`config.mk`:
```
export PLATFORM = sky130hd
export DESIGN_NAME = mux_rr_nx1
export DESIGN_NICKNAME = d
export VERILOG_FILES = /design/src/rtl/mux_rr_nx1.sv
export SDC_FILE = /design/constraint.sdc
export NUM_CORES = 1
export LEC_CHECK = 0
export BUFFER_PORTS_ARGS = -buffer_cell sky130_fd_sc_hd__buf_2
export CAP_MARGIN = 20
export CORE_UTILIZATION = 40
export CTS_BUF_LIST = sky130_fd_sc_hd__clkbuf_8
export CTS_CLUSTER_DIAMETER = 100
export DETAILED_ROUTE_END_ITERATION = 7
export GPL_TIMING_DRIVEN = 0
export PLACE_DENSITY = 0.73
export SYNTH_ARGS = -nofsm -noshare
export SYNTH_HDL_FRONTEND = slang
export SYNTH_SLANG_ARGS = --single-unit
```
`constraint.sdc`:
```
create_clock -name clk -period 4.6 [get_ports clk]
set_input_delay 0.92 -clock clk [delete_from_list [all_inputs] [get_ports clk]]
set_output_delay 0.92 -clock clk [all_outputs]
set_load 0.02 [all_outputs]
```
`src/rtl/mux_rr_nx1.sv`:
```
// rtl/mux_rr_nx1.sv - registered N-to-1 mux with fixed-select or round-robin arbitration
//
// Ports:
//   clk       rising-edge clock
//   rst_n     asynchronous active-low reset
//   en        enable; 0 blocks new grants (a held word still drains)
//   mode      0 = fixed select via sel, 1 = round-robin
//   sel       channel index used in mode 0 (values >= N never grant)
//   in_valid  per-channel request, bit i = channel i
//   in_data   packed channel data, channel i at [i*W +: W]
//   in_ready  per-channel accept, one-hot or zero
//   out_valid output register holds a word
//   out_data  registered selected data
//   out_sel   channel index that produced out_data
//   out_ready consumer accepts the output word
module mux_rr_nx1 #(
    parameter int N  = 4,
    parameter int W  = 8,
    parameter int SW = $clog2(N)
) (
    input  logic            clk,
    input  logic            rst_n,
    input  logic            en,
    input  logic            mode,
    input  logic [SW-1:0]   sel,
    input  logic [N-1:0]    in_valid,
    input  logic [N*W-1:0]  in_data,
    output logic [N-1:0]    in_ready,
    output logic            out_valid,
    output logic [W-1:0]    out_data,
    output logic [SW-1:0]   out_sel,
    input  logic            out_ready
);

    localparam logic [SW:0] LP_N = (SW+1)'(N);

    logic            r_out_valid;
    logic [W-1:0]    r_out_data;
    logic [SW-1:0]   r_out_sel;
    logic [SW-1:0]   r_ptr;

    logic            w_space;
    logic            w_fix_ok;
    logic            w_rr_found;
    logic [SW-1:0]   w_rr_idx;
    logic [SW:0]     w_sum;
    logic            w_grant;
    logic [SW-1:0]   w_g;
    logic [SW-1:0]   w_ptr_next;

    // The slot is free when empty or when the held word leaves this cycle,
    // which allows back-to-back pass-through.
    assign w_space  = !r_out_valid || out_ready;

    assign w_fix_ok = ({1'b0, sel} < LP_N) ? in_valid[sel] : 1'b0;

    // Rotating priority scan starting at r_ptr; the first requester wins.
    always_comb begin
        w_rr_found = 1'b0;
        w_rr_idx   = '0;
        w_sum      = '0;
        for (int k = 0; k < N; k++) begin
            w_sum = {1'b0, r_ptr} + (SW+1)'(k);
            if (w_sum >= LP_N) begin
                w_sum = w_sum - LP_N;
            end
            if (!w_rr_found && in_valid[w_sum[SW-1:0]]) begin
                w_rr_found = 1'b1;
                w_rr_idx   = w_sum[SW-1:0];
            end
        end
    end

    // rst_n gates the grant so in_ready is silent while reset is held.
    assign w_grant    = rst_n && en && w_space && (mode ? w_rr_found : w_fix_ok);
    assign w_g        = mode ? w_rr_idx : sel;
    assign w_ptr_next = (w_g == SW'(N-1)) ? '0 : w_g + 1'b1;

    assign in_ready   = w_grant ? ({{(N-1){1'b0}}, 1'b1} << w_g) : '0;

    always_ff @(posedge clk or negedge rst_n) begin
        if (!rst_n) begin
            r_out_valid <= 1'b0;
            r_out_data  <= '0;
            r_out_sel   <= '0;
            r_ptr       <= '0;
        end else begin
            if (w_grant) begin
                r_out_valid <= 1'b1;
                r_out_data  <= in_data[w_g*W +: W];
                r_out_sel   <= w_g;
                if (mode) begin
                    r_ptr <= w_ptr_next;
                end
            end else if (out_ready) begin
                r_out_valid <= 1'b0;
            end
        end
    end

    assign out_valid = r_out_valid;
    assign out_data  = r_out_data;
    assign out_sel   = r_out_sel;

endmodule

```
==> results_dict.tcl <==
set metrics [dict create \
    layout_min_cycle_time_ns 3.85 \
    synth_top_family_by_area "compound AO/OA/AOI/OAI gates" \
    cts_resized 0 \
    outcome "finished clean" \
    ant_nets 0 \
    totalWireLength_um 3600 \
    ios 58 \
    critPathCaptureType "output pin" \
    cts_buffer_depth 2 \
    grt_antenna_before_repair 0 \
    clock-sinks 13 \
    critPathKind "input pin to output pin" \
    drive_gt1_share_pct 39.0 \
    synthMuxAreaShare_pct 12.7 \
    hold_class "register to register" \
    fin_nets 263 \
    max-slew-margin-rel_pct 54.4 \
    routed-via-count 1416 \
    hpwl_um 2800 \
    syn-mean-instance-area_sq_um 8.87 \
    final_hold_viol_count 0 \
    post-route-period-util_pct 83.6 \
    initial_core_util_pct 42.0 \
    crit_arrival_ns 2.93 \
    maxSlewViolCount 0 \
    grt-ovfl-total 0 \
    fin_skew_ns 0.00331 \
    yosys.area_share.simple_pct 24.1 \
    maxCapViolations 0 \
    grt_pass1_vias 1274 \
    rsz0062_at_grt "false" \
    die_y_um 61.2 \
    htree_levels 1 \
    synth_seq_cells 13 \
    core.rowCount 21 \
    wl_per_cell_um 13.6 \
    area_growth_pct 27.3 \
    ys_warn_count 0 \
    dr.pass1.iters 4 \
    grt_pass1_wl_um 5640 \
    synth-compound-area-share_pct 29.9 \
    seq_area_frac_synth_pct 23.2 \
    syn_area_sq_um 1400 \
    numCtsBuffers 3 \
    critPathMaxFanout 10 \
    port_buffers 56 \
    n_fill_cell 333 \
    cts-root-buf "clkbuf_8" \
    first_iter_violations 61 \
    start_kind "input pin" \
    setup_tns_ns 0 \
    synthAdderAreaFrac_pct 0.893 \
    yosysUniqueCellTypes 49 \
    die_w_um 61.2 \
    grt_max_degree 15 \
    dieArea_sq_um 3740 \
    path_clk_slew_ns 0.06 \
    via_per_inst 5.36 \
    holdBufCountCts 0 \
    tightest_slew_ns 0.667 \
    insertion_delay_ns 0.24 \
    required_ns 3.68 \
    synth_xor_area_share_pct 0 \
    synth_fp_nets 202 \
    leakagePower_uw 0.000880 \
    synthArstFlopShare_pct 100 \
    diodes 0 \
    synth_edf_count 0 \
    setup_viol 0 \
    p_per_area_nw_per_um2 365 \
    postCtsSetupBuffers 0 \
    cts_tree "built" \
    ir_drop_uv 189 \
    track_usage_pct 20.2 \
    fmax_mhz 260 \
    fin_total_pwr_uw 651 \
    syn_inst 158 \
    route.detailed.drc 0 \
    gp_congestion 0.825 \
    synth_ff_type "dfrtp_1" \
    coreArea_sq_um 3340 \
]
[layout make-up]
class | count | area, sq um | area share (%)
Multi-Input combinational cell | 121 | 947 | 53.1
Sequential cell | 13 | 325 | 18.2
Timing Repair Buffer | 56 | 280 | 15.7
Buffer | 13 | 87.6 | 4.91
Tap cell | 46 | 57.6 | 3.23
Clock buffer | 3 | 41.3 | 2.31
Inverter | 11 | 41.3 | 2.31
Clock inverter | 1 | 3.75 | 0.210
[cell usage after synthesis (all sizes together) (2+ instances only)]
master	n	share of area, %
nand2	19	5.1
dfrtp	13	23
nor2	13	3.7
inv	11	2.9
mux2i	11	7.9
buf	10	5.4
a2111oi	7	5.3
a221oi	6	4.6
nand4	6	2.7
o211a	6	4.3
o21ai	6	2.1
o22a	6	3.7
nand2b	4	1.8
clkbuf	3	0.80
nand3	3	1.1
nor2b	3	1.3
a21oi	2	0.71
and4bb	2	1.8
mux2	2	1.6
mux4	2	3.2
nor3b	2	1.1
or2	2	1.1
[state kept, by name, indices dropped and copies added, names as in the netlist]
register / flops
out_sel: 2
out_data: 8
out_valid: 1
r_ptr: 2
[logic make-up after synthesis]
logic type	Yosys count
compound gates	43
fa+ha+maj	1
buf+inv	24
flops	13
mux	15
simple gates	62
[report_power, final]
group	internal, uW	switching, uW
clock	58.9	41.8
sequential	155	23.2
combinational	164	209
[worst paths after layout]
| check | start | end | slack [ns] | cells after the start |
|---|---|---|---|---|
| setup reg to reg | r_ptr[1] | r_ptr[1] | 2.14 | 8 |
| hold reg to reg | out_data[3] | out_data[3] | 0.49 | 2 |
| max in group asynchronous | rst_n | r_ptr[1] | 3.79 | 1 |
| hold / removal | out_data[3] | out_data[3] | 0.49 | 2 |
| min in group asynchronous | rst_n | out_data[5] | 0.56 | 1 |
| setup / recovery | in_valid[1] | in_ready[3] | 0.75 | 11 |
[layout by cell type (no fill, tap or decap), types with 3 or more instances in the layout]
cell and count:
a2111oi_0 5, a221oi_1 4, buf_2 62, clkbuf_1 3
clkbuf_8 3, dfrtp_1 13, inv_1 12, mux2i_1 11
nand2_1 19, nand2b_1 4, nand3_1 3, nand4_1 6
nor2_1 12, nor2b_1 3, o211a_1 6, o21ai_0 3
o21ai_1 3, o22a_1 6
[layer usage]
metal  vias up  global-route usage, %  share of wire, %
met2        35                   33.2                48
li1        713                      -                 -
met4         0                   4.87              0.78
met3         4                   2.31               4.1
met1       664                   28.2                47
met5         -                      0                 0
[critical path, stage by stage]
cell and delay [ns]:
buf_2 0.10, buf_2 0.16, and4bb_1 0.22, o21a_1 0.21
a311oi_4 0.50, or2_4 0.25, buf_12 0.13, ha_1 0.14
inv_1 0.03, nor2_1 0.08, buf_2 0.17
[through the flow]
| step | setup slack (ns) | cell area, sq um | util, % | hold WS (ns) | std cells |
|---|---|---|---|---|---|
| floorplan | 1.03 | 1400 | - | 0.590 | 158 |
| global placement | 0.769 | 1740 | 52.1 | 0.476 | 260 |
| detailed placement | 0.767 | 1740 | 52.1 | 0.467 | 260 |
| CTS | 0.755 | 1780 | 53.5 | 0.492 | 264 |
| global route | 0.620 | 1780 | 53.5 | 0.531 | 264 |
| finish | 0.752 | 1780 | 53.5 | 0.490 | 264 |
(Power assumes the default switching activity.)
